$ cat src/rtl/fsm_4_driver.sv
// fsm_4_driver: host-side sequencer for the fsm_4 arithmetic engine.
// Queues operand pairs, issues each one as reset/start/wait, checks the
// engine result against a locally computed golden value and reports a
// record per transaction along with saturating pass/fail tallies.
//
// state | meaning
// ------+---------------------------------------------------------------
// IDLE  | waiting for a queued pair; pops it and latches operands/golden
// RST   | one-cycle engine restart pulse
// START | one-cycle engine start pulse; timeout counter cleared
// WAIT  | waiting for eng_done, bounded by TIMEOUT cycles
// RESP  | record presented on out_*; leaves when the consumer takes it
module fsm_4_driver #(
    parameter int DEPTH   = 4,
    parameter int TIMEOUT = 16,
    parameter int CNT_W   = 16
) (
    input  logic             clk,
    input  logic             reset,
    input  logic             in_valid,
    output logic             in_ready,
    input  logic [31:0]      in_a,
    input  logic [31:0]      in_b,
    output logic             eng_reset,
    output logic             eng_start,
    output logic [31:0]      eng_a,
    output logic [31:0]      eng_b,
    input  logic             eng_done,
    input  logic [35:0]      eng_result,
    output logic             out_valid,
    input  logic             out_ready,
    output logic [35:0]      out_result,
    output logic [35:0]      out_expected,
    output logic             out_mismatch,
    output logic             out_timeout,
    output logic [CNT_W-1:0] pass_count,
    output logic [CNT_W-1:0] fail_count
);

    localparam int AW = $clog2(DEPTH);
    localparam int CW = AW + 1;
    localparam int TW = $clog2(TIMEOUT) + 1;
    localparam logic [TW-1:0]    TMO_LAST = TW'(TIMEOUT - 1);
    localparam logic [CNT_W-1:0] CNT_MAX  = '1;

    typedef enum logic [2:0] {
        S_IDLE,
        S_RST,
        S_START,
        S_WAIT,
        S_RESP
    } state_t;

    // E = ((A+B)*4 + B)/2 + (B/2 + A*4), everything 36-bit unsigned
    function automatic logic [35:0] golden(input logic [31:0] a, input logic [31:0] b);
        logic [35:0] a36;
        logic [35:0] b36;
        logic [35:0] lhs;
        logic [35:0] rhs;
        a36 = {4'b0000, a};
        b36 = {4'b0000, b};
        lhs = (((a36 + b36) << 2) + b36) >> 1;
        rhs = (b36 >> 1) + (a36 << 2);
        return lhs + rhs;
    endfunction

    logic [31:0]      mem_a [DEPTH];
    logic [31:0]      mem_b [DEPTH];
    logic [AW-1:0]    wr_ptr_q, wr_ptr_d;
    logic [AW-1:0]    rd_ptr_q, rd_ptr_d;
    logic [CW-1:0]    count_q, count_d;
    logic             push, pop;

    state_t           state_q, state_d;
    logic [31:0]      eng_a_q, eng_a_d;
    logic [31:0]      eng_b_q, eng_b_d;
    logic [35:0]      result_q, result_d;
    logic [35:0]      exp_q, exp_d;
    logic             mm_q, mm_d;
    logic             to_q, to_d;
    logic [TW-1:0]    tmo_q, tmo_d;
    logic [CNT_W-1:0] pass_q, pass_d;
    logic [CNT_W-1:0] fail_q, fail_d;

    // in_ready depends only on the registered count, so a full FIFO never
    // accepts in the same cycle it pops
    assign in_ready = (count_q < CW'(DEPTH));
    assign push     = in_valid && in_ready;
    assign pop      = (state_q == S_IDLE) && (count_q != '0);

    // FIFO pointer and occupancy next-state
    always_comb begin
        wr_ptr_d = wr_ptr_q;
        rd_ptr_d = rd_ptr_q;
        count_d  = count_q;
        if (push) wr_ptr_d = wr_ptr_q + AW'(1);
        if (pop)  rd_ptr_d = rd_ptr_q + AW'(1);
        case ({push, pop})
            2'b10:   count_d = count_q + CW'(1);
            2'b01:   count_d = count_q - CW'(1);
            default: count_d = count_q;
        endcase
    end

    // operand storage; contents are don't-care while unoccupied
    always_ff @(posedge clk) begin
        if (push) begin
            mem_a[wr_ptr_q] <= in_a;
            mem_b[wr_ptr_q] <= in_b;
        end
    end

    // transaction sequencing, record capture and strobe outputs
    always_comb begin
        state_d   = state_q;
        eng_a_d   = eng_a_q;
        eng_b_d   = eng_b_q;
        result_d  = result_q;
        exp_d     = exp_q;
        mm_d      = mm_q;
        to_d      = to_q;
        tmo_d     = tmo_q;
        pass_d    = pass_q;
        fail_d    = fail_q;
        eng_reset = 1'b0;
        eng_start = 1'b0;
        out_valid = 1'b0;
        case (state_q)
            S_IDLE: begin
                if (pop) begin
                    state_d = S_RST;
                    eng_a_d = mem_a[rd_ptr_q];
                    eng_b_d = mem_b[rd_ptr_q];
                    exp_d   = golden(mem_a[rd_ptr_q], mem_b[rd_ptr_q]);
                end
            end
            S_RST: begin
                eng_reset = 1'b1;
                state_d   = S_START;
            end
            S_START: begin
                eng_start = 1'b1;
                tmo_d     = '0;
                state_d   = S_WAIT;
            end
            S_WAIT: begin
                tmo_d = tmo_q + TW'(1);
                if (eng_done) begin
                    state_d  = S_RESP;
                    result_d = eng_result;
                    to_d     = 1'b0;
                    mm_d     = (eng_result != exp_q);
                end else if (tmo_q == TMO_LAST) begin
                    state_d  = S_RESP;
                    result_d = '0;
                    to_d     = 1'b1;
                    mm_d     = 1'b1;
                end
            end
            S_RESP: begin
                out_valid = 1'b1;
                if (out_ready) begin
                    state_d = S_IDLE;
                    if (mm_q) begin
                        if (fail_q != CNT_MAX) fail_d = fail_q + CNT_W'(1);
                    end else begin
                        if (pass_q != CNT_MAX) pass_d = pass_q + CNT_W'(1);
                    end
                end
            end
            default: state_d = S_IDLE;
        endcase
    end

    // state and datapath registers with synchronous clear
    always_ff @(posedge clk) begin
        if (reset) begin
            state_q  <= S_IDLE;
            wr_ptr_q <= '0;
            rd_ptr_q <= '0;
            count_q  <= '0;
            eng_a_q  <= '0;
            eng_b_q  <= '0;
            result_q <= '0;
            exp_q    <= '0;
            mm_q     <= 1'b0;
            to_q     <= 1'b0;
            tmo_q    <= '0;
            pass_q   <= '0;
            fail_q   <= '0;
        end else begin
            state_q  <= state_d;
            wr_ptr_q <= wr_ptr_d;
            rd_ptr_q <= rd_ptr_d;
            count_q  <= count_d;
            eng_a_q  <= eng_a_d;
            eng_b_q  <= eng_b_d;
            result_q <= result_d;
            exp_q    <= exp_d;
            mm_q     <= mm_d;
            to_q     <= to_d;
            tmo_q    <= tmo_d;
            pass_q   <= pass_d;
            fail_q   <= fail_d;
        end
    end

    assign eng_a        = eng_a_q;
    assign eng_b        = eng_b_q;
    assign out_result   = result_q;
    assign out_expected = exp_q;
    assign out_mismatch = mm_q;
    assign out_timeout  = to_q;
    assign pass_count   = pass_q;
    assign fail_count   = fail_q;

endmodule
$ cat config.mk
export PLATFORM = sky130hd
export DESIGN_NAME = fsm_4_driver
export DESIGN_NICKNAME = d
export VERILOG_FILES = /design/src/rtl/fsm_4_driver.sv
export SDC_FILE = /design/constraint.sdc
export NUM_CORES = 1
export LEC_CHECK = 0
export ABC_CLOCK_PERIOD_IN_PS = 7920
export BUFFER_PORTS_ARGS = -buffer_cell sky130_fd_sc_hd__buf_4
export CORE_ASPECT_RATIO = 0.9
export CORE_MARGIN = 2
export CORE_UTILIZATION = 53
export DETAILED_ROUTE_END_ITERATION = 6
export PLACE_DENSITY_LB_ADDON = 0.1
export SLEW_MARGIN = 20
export SYNTH_ARGS = -nofsm -noshare
export SYNTH_HDL_FRONTEND = slang
export SYNTH_SLANG_ARGS = --single-unit
$ cat constraint.sdc
create_clock -name clk -period 7.92 [get_ports clk]
set_clock_uncertainty 0.05 [all_clocks]
set_input_delay 0.792 -clock clk [delete_from_list [all_inputs] [get_ports clk]]
set_output_delay 0.792 -clock clk [all_outputs]
set_load 0.05 [all_outputs]
### After elaboration in Yosys (flattened, before gate mapping)

Memory sizes are Yosys's and may differ from the RTL's. A register that Yosys moved wholly into a read port is not among the register bits.
Cells that the tools add are included.

| word-level totals | value |
|---|---|
| bits in registers | 185 |
| bits in latches | 0 |
| RAM bits | 256 |
| memory bits (read-only) | 0 |
| bits of input ports | 105 |
| output and inout bits | 174 |
| logic and storage cells | 74 |
| memories | 2 |

Memories:

| name | depth | bits a word | read ports | clocked after memory_dff | wr ports | RTL line | RTL |
|---|---|---|---|---|---|---|---|
| mem_a | 4 | 32 | 1 | 1 | 1 | 67 | `logic [31:0] mem_a [DEPTH];` |
| mem_b | 4 | 32 | 1 | 1 | 1 | 68 | `logic [31:0] mem_b [DEPTH];` |

| cells by class | value |
|---|---|
| $add $sub $neg | 11 |
| $mul | 0 |
| div/mod/pow operators | 0 |
| order comparisons | 1 |
| equal/unequal tests | 13 |
| shift-type cells | 0 |
| muxes and demuxes | 21 |
| bitwise gates (word level) | 1 |
| reduce and logical (&&, ||, !) cells | 12 |

Operators with widths:

| cell | count |
|---|---|
| $mux W36 | 2 |
| $add A35 B32 Y36 | 1 |
| $add A35 B35 Y36 | 1 |
| $ne A36 B36 Y1 | 1 |
| $add A31 B34 Y35 | 1 |
| $add A32 B32 Y33 | 1 |
| $add A16 B1 Y16 const B | 2 |
| $ne A16 B16 Y1 const B | 2 |
| $pmux W3 S5 | 1 |
| $mux W3 | 4 |
| $pmux W5 S2 | 1 |
| $mux W1 | 8 |
| $mux W2 | 4 |
| $reduce_and A4 Y1 | 2 |
| $eq A3 B2 Y1 const B | 2 |
| $pmux W3 S2 | 1 |
| $reduce_bool A2 Y1 | 3 |
| $add A5 B1 Y5 const B | 1 |
| $eq A5 B4 Y1 const B | 1 |
| $add A2 B1 Y2 const B | 2 |
| $ne A2 B2 Y1 const B | 2 |
| $reduce_and A2 Y1 | 2 |
| $add A3 B1 Y3 const B | 1 |
| $eq A3 B1 Y1 const B | 1 |
| other kinds (11) | 12 |

### Longest topological paths before layout

| depth | value |
|---|---|
| depth after elaboration | 4 |
| mapped depth | 36 |
| mapped depth without buffers | 34 |

### Worst setup path after synthesis

No wires, ideal clock.

| timing | value |
|---|---|
| path kind | register to register |
| start | register with a tool-made name |
| end | register exp_q[32], in the netlist out_expected[32] |
| arrival | 7.310 ns |
| data required time | 7.753 ns |
| path slack | 0.443 ns |
| cell stages (with the launch flop) | 32 |
| buffers on the path | 2 |
| cells stage by stage | dfxtp_1 clkbuf_1 buf_1 mux4_2 ha_1 and3_1 a221oi_1 o2bb2ai_1 a211o_1 a21oi_1 o21bai_1 a21oi_1 xnor2_1 ha_1 a21oi_1 o21ai_0 a31o_2 a21o_1 a21oi_1 o21ai_0 a21o_1 a21oi_1 xnor2_1 fa_1 ha_1 and3_1 and4_1 o211ai_1 nand3_1 a41oi_1 xnor2_1 a22o_1 |

RTL lines:

| element | RTL line | RTL |
|---|---|---|
| to (signal assigned) | 199 | `exp_q <= exp_d;` |
| to (decl) | 78 | `logic [35:0] exp_q, exp_d;` |

==> impl_metrics.toml <==
[synthesis]
synth_edf_count = 256
avgSynthCellArea_um2 = 11.5
synth_most_common_cell = "edfxtp_1"
synthXorXnorAreaFrac_pct = 5.82
synthesis.area_mm2 = 0.0218
syn_nets = 2144
synth_ff_type = "edfxtp_1"
ys_ff_latch = 442
yosys.area_share.simple_pct = 11.0
ys_types = 83
synthAdderAreaFrac_pct = 9.28
synth_compound_area_share_pct = 12.0
synth_top_family_by_area = "compound AO/OA/AOI/OAI gates"
synth_area_leaders = "edfxtp_1 (35%), dfxtp_1 (17%), mux4_2 (6.6%)"
netlist_top_cells_count = "edfxtp_1 (256), nand2_1 (223), a21oi_1 (190)"
synth.mux.area_fraction_pct = 6.75
synthArstFlopShare_pct = 0
synth_cells = 1897
synth_top_area_share_pct = 35.2
ys_warn_count = 0
yosysSeqAreaShare_pct = 52.3
synth_top_area_cell = "edfxtp_1"

[global_routing]
track_usage_pct = 25.9
overflow = 0
grt_first_pass_wirelength_um = 85800
grt_pass1_vias = 15300
grt_max_degree = 108
antenna_found_initial = 0

[cts]
cts_sinks = 442
root_buffer = "clkbuf_16"
cts_tree = "yes"
path_clk_slew_ps = 60
clockBufferDepth = 3
cts_max_level = 2
cts_made_buffers = 45
clkLatencyLatePin_ps = 580

[run]
maxCapViolCount = 0

[setup_path]
cp.required_ps = 8330
crit_path_start_kind = "flip-flop"
cp_max_fo = 10
critPathSlowestCell = "mux4_2"
crit_path_end_kind = "flip-flop"
r2r_slack_ps = 470
reg2reg_depth = 34
critPathArrivalTime_ps = 7860
crit_top_cell = "a21oi_1"
rr_endpoint = "out_expected[32]$_SDFFE_PP0P_"
path_class = "reg -> reg"
slowest_delay_ps = 610

[timing]
hold_viol = 0
setup-tns-final_ps = 0
slew_violations = 0
holdWs_ps = 361
slew_headroom_pct = 37.3
fin_crit_sh_pct = 94.1
finalSetupViolations = 0
worstMarginPinSlew_ps = 941
period_needed_ps = 7450
rsz0062_at_grt = "no"
max_freq_ghz = 0.134

[die]
die_height_um = 196
dieArea_mm2 = 0.0428
die_x_um = 218
io_pins = 279
rows = 70
initial_core_util_pct = 53.7
core-area_mm2 = 0.0406

[min_path]
holdPathStages = 1
hold_class = "in -> reg"
min_from = "in_b[17]"
min_to = "mem_b[1][17]$_DFFE_PP_"

[layout]
drive_gt1_share_pct = 21.8
area_growth_pct = 19.3
diodes = 0
nNetsFinal = 2426
nFillCells = 3157

[routing]
drc = 0
wl_per_cell_um = 20.3
drtIter0Drc = 1461
wirelength_um = 55800
dr.pass1.iters = 6
viasPerCell = 5.72
antenna_left = 0
vias = 15700

[place]
dp_hpwl_um = 40000
io_buffers = 277
gp_congestion = 0.913

[run_status]
outcome = "completed"
-- critical path: cells and delay by family (launching register included) --
family / cells / cell delay (ps)
buffers and inverters: 2 / 260
xor gates and xnor gates: 3 / 450
muxes: 1 / 610
and+or+nand+nor: 8 / 1130
DFF: 1 / 390
AOI/OAI and AO/OA: 15 / 2790
adders and majority gates: 5 / 1640
-- through the flow --
step | instance area, um^2 | util, % | cells | setup slack [ps]
after global placement | 24500 | 60.3 | 2668 | 469
after detailed placement | 24500 | 60.3 | 2668 | 276
after floorplan | 21800 | - | 1897 | 443
after CTS | 26000 | 63.9 | 2749 | 248
final | 26000 | 64.0 | 2753 | 470
after global routing | 26000 | 64.0 | 2753 | 12.2
-- layout make-up --
class / count / area (um^2) / area share [%]
sequential: 442 / 11400 / 43.9
timing repair buffer: 309 / 2360 / 9.05
tap: 540 / 676 / 2.60
inverter: 76 / 285 / 1.10
multi-input combinational: 1305 / 9830 / 37.8
clock buffer: 62 / 1310 / 5.04
clock inverter: 19 / 155 / 0.596
-- registers in the layout, summed over array words and instances (netlist names), named ones only --
signal / cells
out_timeout: 1
fail_count: 16
out_result: 36
eng_a: 32
eng_b: 32
tmo_q: 5
count_q: 3
out_expected: 35
mem_a: 128
out_mismatch: 1
wr_ptr_q: 2
mem_b: 128
pass_count: 16
rd_ptr_q: 2
state_q: 3
-- cells in the final DEF, fill, tap and decap left out, types with 31 or more instances in the layout --
cell type    n
xnor2_1     68
a22oi_1     38
mux4_2      64
clkbuf_16   46
a21o_1      35
xor2_1      75
dfxtp_1    184
ha_1       108
o21ai_0     43
nand3_1     31
a21oi_1    187
nand2_1    223
inv_1       75
fa_1        33
buf_4      305
nor2_1     140
edfxtp_1   256
-- logic make-up after synthesis --
| family | after synthesis |
|---|---|
| DFF | 442 |
| muxes | 67 |
| buffers and inverters | 150 |
| AOI/OAI and AO/OA | 417 |
| adders and majority gates | 142 |
| and+or+nand+nor | 534 |
| xor gates and xnor gates | 144 |
| other | 1 |
-- repair_timing --
action / in CTS / in global routing
setup endpoints to repair: 0 / 10
setup buffers: 0 / 4
hold buffers: 0 / 0
resized for setup: 0 / 6
-- how the worst max path moves through the flow --
stage	startpoint	end	slack, ps	depth (start not counted)
4_1_cts	flip-flop	out_expected[32]$_SDFFE_PP0P_	250	29
6_report	flip-flop	out_expected[32]$_SDFFE_PP0P_	470	34
3_5_place_dp	flip-flop	out_expected[32]$_SDFFE_PP0P_	280	29
2_1_floorplan	flip-flop	out_expected[32]$_SDFFE_PP0P_	440	31
3_3_place_gp	flip-flop	out_expected[32]$_SDFFE_PP0P_	470	29
5_1_grt	flip-flop	out_expected[32]$_SDFFE_PP0P_	10	34
-- metal layers --
metal | global-route usage (%) | vias to the layer above | part of all wire [%]
met4 | 6.88 | 0 | 2.1
met5 | 0 | - | 0
met2 | 40.2 | 534 | 44
li1 | - | 7493 | -
met3 | 4.20 | 77 | 7.1
met1 | 38.0 | 7640 | 47
Power is not shown: default switching activity piles up to over one toggle a cycle in this logic, so the estimate is an artifact.
